$ cat src/rtl/ifetch_unit.sv
// rtl/ifetch_unit.sv - instruction fetch unit with a two-entry FIFO toward decode
// Fetches from a combinational imem at PC, queues {pc,instr,fault} entries, handles redirects.
module ifetch_unit #(
  parameter logic [63:0] RESET_PC = 64'h0,
  parameter int          DEPTH    = 2
) (
  input  logic        clk,
  input  logic        rst,
  output logic [63:0] imem_addr,
  input  logic [31:0] imem_instr,
  input  logic        imem_exc_en,
  input  logic [3:0]  imem_exc_code,
  input  logic [63:0] imem_exc_val,
  input  logic        redirect_valid,
  input  logic [63:0] redirect_pc,
  output logic        out_valid,
  input  logic        out_ready,
  output logic [63:0] out_pc,
  output logic [31:0] out_instr,
  output logic        out_exc_en,
  output logic [3:0]  out_exc_code,
  output logic [63:0] out_exc_val
);

  localparam int          CNT_W = $clog2(DEPTH + 1);
  localparam logic [31:0] NOP   = 32'h0000_0013;

  typedef enum logic {S_FETCH, S_HALT} state_t;

  typedef struct packed {
    logic [63:0] pc;
    logic [31:0] instr;
    logic        exc_en;
    logic [3:0]  exc_code;
    logic [63:0] exc_val;
  } entry_t;

  state_t            state_q, state_d;
  logic [63:0]       pc_q, pc_d;
  logic [CNT_W-1:0]  count_q, count_d;
  logic [CNT_W-1:0]  cnt_after;
  entry_t            head_q, head_d;
  entry_t            tail_q, tail_d;
  entry_t            new_entry;
  entry_t            fault_entry;
  logic              fetch_en;
  logic              enq;
  logic              deq;
  logic              misaligned;

  assign imem_addr  = pc_q;
  assign out_valid  = (count_q != '0);
  assign deq        = out_valid & out_ready;
  assign misaligned = (redirect_pc[1:0] != 2'b00);

  assign new_entry   = '{pc: pc_q, instr: imem_instr, exc_en: imem_exc_en,
                         exc_code: imem_exc_code, exc_val: imem_exc_val};
  assign fault_entry = '{pc: redirect_pc, instr: NOP, exc_en: 1'b1,
                         exc_code: 4'd0, exc_val: redirect_pc};

  // State register
  always_ff @(posedge clk) begin
    if (rst) begin
      state_q <= S_FETCH;
    end else begin
      state_q <= state_d;
    end
  end

  // Next state: redirect wins; a faulting fetch parks the unit until the next redirect
  always_comb begin
    state_d = state_q;
    if (redirect_valid) begin
      state_d = misaligned ? S_HALT : S_FETCH;
    end else if (enq && imem_exc_en) begin
      state_d = S_HALT;
    end
  end

  // State outputs
  always_comb begin
    fetch_en = (state_q == S_FETCH);
    enq      = fetch_en && !redirect_valid &&
               ((count_q < CNT_W'(DEPTH)) || deq);
  end

  // Buffer is a shift pair: head feeds decode, tail refills head on dequeue
  always_comb begin
    pc_d      = pc_q;
    count_d   = count_q;
    head_d    = head_q;
    tail_d    = tail_q;
    cnt_after = count_q - CNT_W'(deq);
    if (redirect_valid) begin
      pc_d = redirect_pc;
      if (misaligned) begin
        head_d  = fault_entry;
        count_d = CNT_W'(1);
      end else begin
        count_d = '0;
      end
    end else begin
      if (deq) begin
        head_d = tail_q;
      end
      if (enq) begin
        if (cnt_after == '0) begin
          head_d = new_entry;
        end else begin
          tail_d = new_entry;
        end
        count_d = cnt_after + CNT_W'(1);
        if (!imem_exc_en) begin
          pc_d = pc_q + 64'd4;
        end
      end else begin
        count_d = cnt_after;
      end
    end
  end

  always_ff @(posedge clk) begin
    if (rst) begin
      pc_q    <= RESET_PC;
      count_q <= '0;
      head_q  <= '0;
      tail_q  <= '0;
    end else begin
      pc_q    <= pc_d;
      count_q <= count_d;
      head_q  <= head_d;
      tail_q  <= tail_d;
    end
  end

  // Empty buffer presents a NOP with no fault
  always_comb begin
    out_pc       = 64'd0;
    out_instr    = NOP;
    out_exc_en   = 1'b0;
    out_exc_code = 4'd0;
    out_exc_val  = 64'd0;
    if (out_valid) begin
      out_pc       = head_q.pc;
      out_instr    = head_q.instr;
      out_exc_en   = head_q.exc_en;
      out_exc_code = head_q.exc_code;
      out_exc_val  = head_q.exc_val;
    end
  end

endmodule

$ cat config.mk
export PLATFORM = sky130hd
export DESIGN_NAME = ifetch_unit
export DESIGN_NICKNAME = d
export VERILOG_FILES = /design/src/rtl/ifetch_unit.sv
export SDC_FILE = /design/constraint.sdc
export NUM_CORES = 1
export LEC_CHECK = 0
export ABC_AREA = 1
export BUFFER_PORTS_ARGS = -buffer_cell sky130_fd_sc_hd__buf_2
export CORE_UTILIZATION = 61
export CTS_CLUSTER_DIAMETER = 200
export CTS_CLUSTER_SIZE = 25
export DETAILED_ROUTE_END_ITERATION = 7
export PLACE_DENSITY = 0.87
export RECOVER_POWER = 100
export SYNTH_ARGS = -nofsm -noshare
export SYNTH_HDL_FRONTEND = slang
export SYNTH_SLANG_ARGS = --single-unit
$ cat constraint.sdc
create_clock -name clk -period 7.7 [get_ports clk]
set_clock_uncertainty 0.2 [all_clocks]
set_input_delay 0 -clock clk [delete_from_list [all_inputs] [get_ports clk]]
set_output_delay 0 -clock clk [all_outputs]
set_load 0.02 [all_outputs]
### After elaboration in Yosys (flattened, before gate mapping)

Cells that the tools add are included.

| operators by class | value |
|---|---|
| reduce and logical (&&, ||, !) cells | 12 |
| add/subtract/negate cells | 3 |
| bitwise gates (word level) | 4 |
| magnitude comparators | 1 |
| eq/ne operators | 2 |
| muxes and demuxes | 19 |

Operators with widths:

| kind | number |
|---|---|
| 165-bit two-way mux | 5 |
| 64-bit two-way mux | 5 |
| 64-bit by 3-bit adder with 64-bit output, second input constant | 1 |
| 32-bit two-way mux | 1 |
| 2-bit nonzero test | 4 |
| 1-bit two-way mux | 5 |
| 2-bit two-way mux | 2 |
| 4-bit two-way mux | 1 |
| 2-bit by 1-bit != test with 1-bit output, second input constant | 2 |
| 1-bit logical AND | 3 |
| 1-bit NOT | 3 |
| 3-bit AND reduction | 1 |
| 2-bit by 1-bit adder with 2-bit output, second input constant | 1 |
| 2-bit zero test | 1 |
| 2-bit < comparator, second input constant | 1 |
| 2-bit AND reduction | 1 |
| 2-bit by 1-bit subtractor with 2-bit output | 1 |
| 1-bit bitwise AND | 1 |
| 1-bit zero test | 1 |
| 1-bit logical OR | 1 |

| word-level totals | value |
|---|---|
| input bits | 169 |
| logic and storage cells | 54 |
| output and inout port bits | 230 |
| bits in registers | 397 |

### Logic depth before layout (Yosys ltp)

| depth | value |
|---|---|
| word-level depth | 7 |
| mapped depth | 16 |
| mapped depth without buffers | 13 |

### Worst setup path before layout

OpenSTA, ideal clock, no wires.

| timing | value |
|---|---|
| kind | flip-flop to flip-flop |
| from | register count_q[1] |
| to | register head_q[95] in the netlist's numbering |
| cell stages (with the launch flop) | 17 |
| data arrival time | 2084 ps |
| setup slack | 5288 ps |
| period minus slack after synthesis | 2412 ps |
| cell sequence | dfxtp_1 > nor2_2 > nor2_4 > buf_2 > nand2_1 > o21ai_0 > inv_1 > ha_1 > inv_2 > nor2_4 > inv_2 > buf_6 > buf_6 > buf_2 > o21ai_0 > a21oi_1 > o22ai_1 |

| on the way | value |
|---|---|
| word-level cells in the longest chain between the ends | 7 |
| elaborated cells on any way between the ends | 11 |

Ends and longest elaborated chain:

| element | line | text |
|---|---|---|
| start: declaration | 40 | `logic [CNT_W-1:0] count_q, count_d;` |
| start signal: assignment | 130 | `count_q <= count_d;` |
| 2-bit nonzero test | 52 | `assign out_valid = (count_q != '0);` |
| 1-bit bitwise AND | 53 | `assign deq = out_valid & out_ready;` |
| 2-bit by 1-bit subtractor with 2-bit output | 93 | `cnt_after = count_q - CNT_W'(deq);` |
| 2-bit zero test | 107 | `if (cnt_after == '0) begin` |
| 165-bit two-way mux | 107 |  |
| 165-bit two-way mux * | 106 | `if (enq) begin` |
| 165-bit two-way mux * | 94 | `if (redirect_valid) begin` |
| end signal: assignment | 126 | `head_q <= '0;` |
| end signal: assignment | 131 | `head_q <= head_d;` |
| end: declaration | 42 | `entry_t head_q, head_d;` |

Every way passes the cells marked *; elsewhere a longest branch is shown, timed or not.
A chain may end at the register's enable or synchronous reset.

### Worst setup path after layout

| timing | value |
|---|---|
| from | register count_q[0] |
| to | output out_instr[1] |

| on the way | value |
|---|---|
| word-level cells in the longest chain between the ends | 2 |

Ends and longest elaborated chain:

| element | line | text |
|---|---|---|
| 2-bit nonzero test | 52 |  |
| 32-bit two-way mux | 143 | `if (out_valid) begin` |
| end: declaration | 19 | `output logic [31:0] out_instr,` |

No other way between the ends.

==> metrics.txt <==
Max stage delay on crit path=2.89 ns; H-tree depth=1; P_leak=8.65 nW; most common flop cell mapped by yosys=dfxtp_1; fin crit period=6.06 ns; arrival time at the worst endpoint=5.86 ns; Tot GR Track Use=42.3%; GPL Wtd Cong=1.00; Crit Path Category=reg2out; RR Endpoint=tail_q[130]; vias per cell=6.33; crit-path cells=nor2_1 -> clkbuf_1 -> buf_4 -> or2_2 -> buf_2; Clock Latency Late Sink=0.55 ns; Tot Pwr=4.55 mW; Peak VDD IR=183 µV; largest net degree at the start of global routing=174; initial antenna violation count=2; Setup Total Neg Slack=0 ns; measured slew at the worst slew-check pin=4.08 ns; Final ANT Viol Nets=0; Die X=187 µm; crit start category=register; slowest CP cell=clkbuf_1; sequential share of the synthesized area=38.2%; count of state elements after synthesis=397; # rows=67; initial DRC count=3,157; final core occ=72.7%; GR Overflow Total=0; setup violators final=0; power density over the cells=186 nW/µm²; CP top delay family=buffers and inverters; hold path cells=4; layout net count=3,632; Place WS=3.53 ns; R2R depth=12; WL/cell=19.6 µm; total core area=33,500 µm²; crit path max fanout=94; CTS tree=done; CP bufs+invs=3; Hold EP=tail_q[11]; vias=24,800; Synth top area share=38.2%; Max Slew Vio Count=407; Die ar.=34,800 µm²; max-cap viol count=5; WL final=76.8 mm; cell taking the most area after synthesis=dfxtp_1; syn avg cell area=6.75 µm²; io pins=399; post-DP HPWL=44.3 mm; global-route wire length before repair=121 mm; port bufs=398; Netlist cell types=38; Final Hold Slack=0.0929 ns; Setup Buffers After CTS=0; Synth Warn #=0; failing checks=capacitance limit, slew limit; post-route setup slack=1.64 ns; clock sinks=397; starting density of the core=62.0%; fin crit share=78.7%; Max Root-Sink Buffers=3; root buffer cell=clkbuf_16; status=finished, violations left; Hold Crit Start=imem_exc_val[11]; Layout area overhead=17.2%; fillers=2,728; reg-to-reg slack, setup=2.03 ns; Inserted Clock Buffers=19; post_cts resized=0; Reg clk slew, reported paths=0.11 ns; Residual DRC=0; Synth Net Count=3,251; number of global-route vias before repair=23,700; RSZ-0062 raised after global routing=no; Cell Area, Synth=20,800 µm²; Crit Reg-Reg Startpoint=count_q[1]; commonest non-fill, non-tap cell in the layout=o21ai_0; proportion of synthesized flip-flops having asynchronous set or reset=0%; Worst EP required=7.50 ns; most frequent cells in the layout=457 x o21ai_0, 432 x nand2_1, 397 x dfxtp_1; First-pass DRT Iterations=6; Hold Crit Class=in2reg; largest cells by area after synthesis=dfxtp_1 38%, o21ai_0 11%, nand2_1 7.8%; die height=187 µm; Rel. slew slack=-172%; Syn Inst Count=3,080; final hold vios=0; Max Clock Freq=165 MHz; Post-synth EDFFs=0; share of cells above drive strength 1=7.51%; CP Capture Type=output pin
==> logic make-up after synthesis <==
family	synth area share [%]
adders and majority gates	0.120
xor gates and xnor gates	0.253
buffers and inverters	11.8
DFF	38.2
AOI/OAI and AO/OA	30.6
and+or+nand+nor	19.0
==> Yosys cell counts (5+ instances only) <==
library cell / count
nand3_1: 137
dfxtp_1: 397
inv_2: 8
a211oi_1: 6
o21ai_1: 22
nor2_4: 9
buf_6: 9
nor2_1: 328
nand2_1: 432
clkbuf_1: 162
nand4_1: 15
nor2_2: 5
o22ai_1: 44
o21ai_0: 451
buf_2: 65
o211ai_2: 43
inv_1: 368
o211ai_1: 98
xor2_1: 6
a31oi_1: 132
a21oi_1: 300
nor3_1: 11
==> where the power goes <==
group          internal [mW]  leakage [nW]  total, mW  switching [mW]
registers               2.21          3.26       2.31           0.101
clock network          0.448         0.238       1.14           0.692
logic                  0.353          5.15       1.10           0.743
==> per-stage QoR <==
stage	cell area [µm²]	cells
after floorplan	20800	3080
after global placement	22500	3706
after detailed placement	22500	3706
after CTS	24800	3908
after global routing	24400	3908
final	24400	3910
==> cell type report <==
class	count	area [µm²]	share of cell area [%]
Multi-Input combinational cell	2068	10300	42.2
Timing Repair Buffer	599	3670	15.0
Inverter	376	1440	5.89
Clock buffer	19	475	1.95
Tap cell	448	561	2.30
Antenna cell	2	5.00	0.0205
Clock inverter	1	5.00	0.0205
Sequential cell	397	7950	32.6
==> registers in the layout (all words and copies together), names as in the netlist <==
name,flops
imem_addr,64
state_q,1
count_q,2
head_q,165
tail_q,165
==> repair_timing <==
item                                    CTS  global route
endpoints found under the setup margin    0             0
hold buffers                            182             0
hold endpoints to repair                334             0
==> worst min-delay path: stages <==
cell	delay, ns
dlygate4sd3_1	0.53
buf_2	0.13
nand3_1	0.07
a21oi_1	0.06
==> per-layer routing <==
metal	GRT usage, %	part of all wire (%)	vias up
met4	22.8	5.8	4
met3	7.60	11	427
met1	53.3	37	11400
li1	-	-	11100
met5	0	0.030	-
met2	69.0	46	1866
==> worst max path at each step <==
stage	cells after the start	from	slack, ns	endpoint
finish	5	count_q[0]	1.64	out_instr[1]
global route	5	count_q[0]	1.57	out_instr[1]
CTS	14	count_q[0]	3.52	head_q[158]
detailed placement	14	count_q[1]	3.53	head_q[158]
global placement	14	count_q[1]	3.75	head_q[145]
floorplan	16	count_q[1]	5.29	head_q[95]
(Power assumes the default switching activity.)
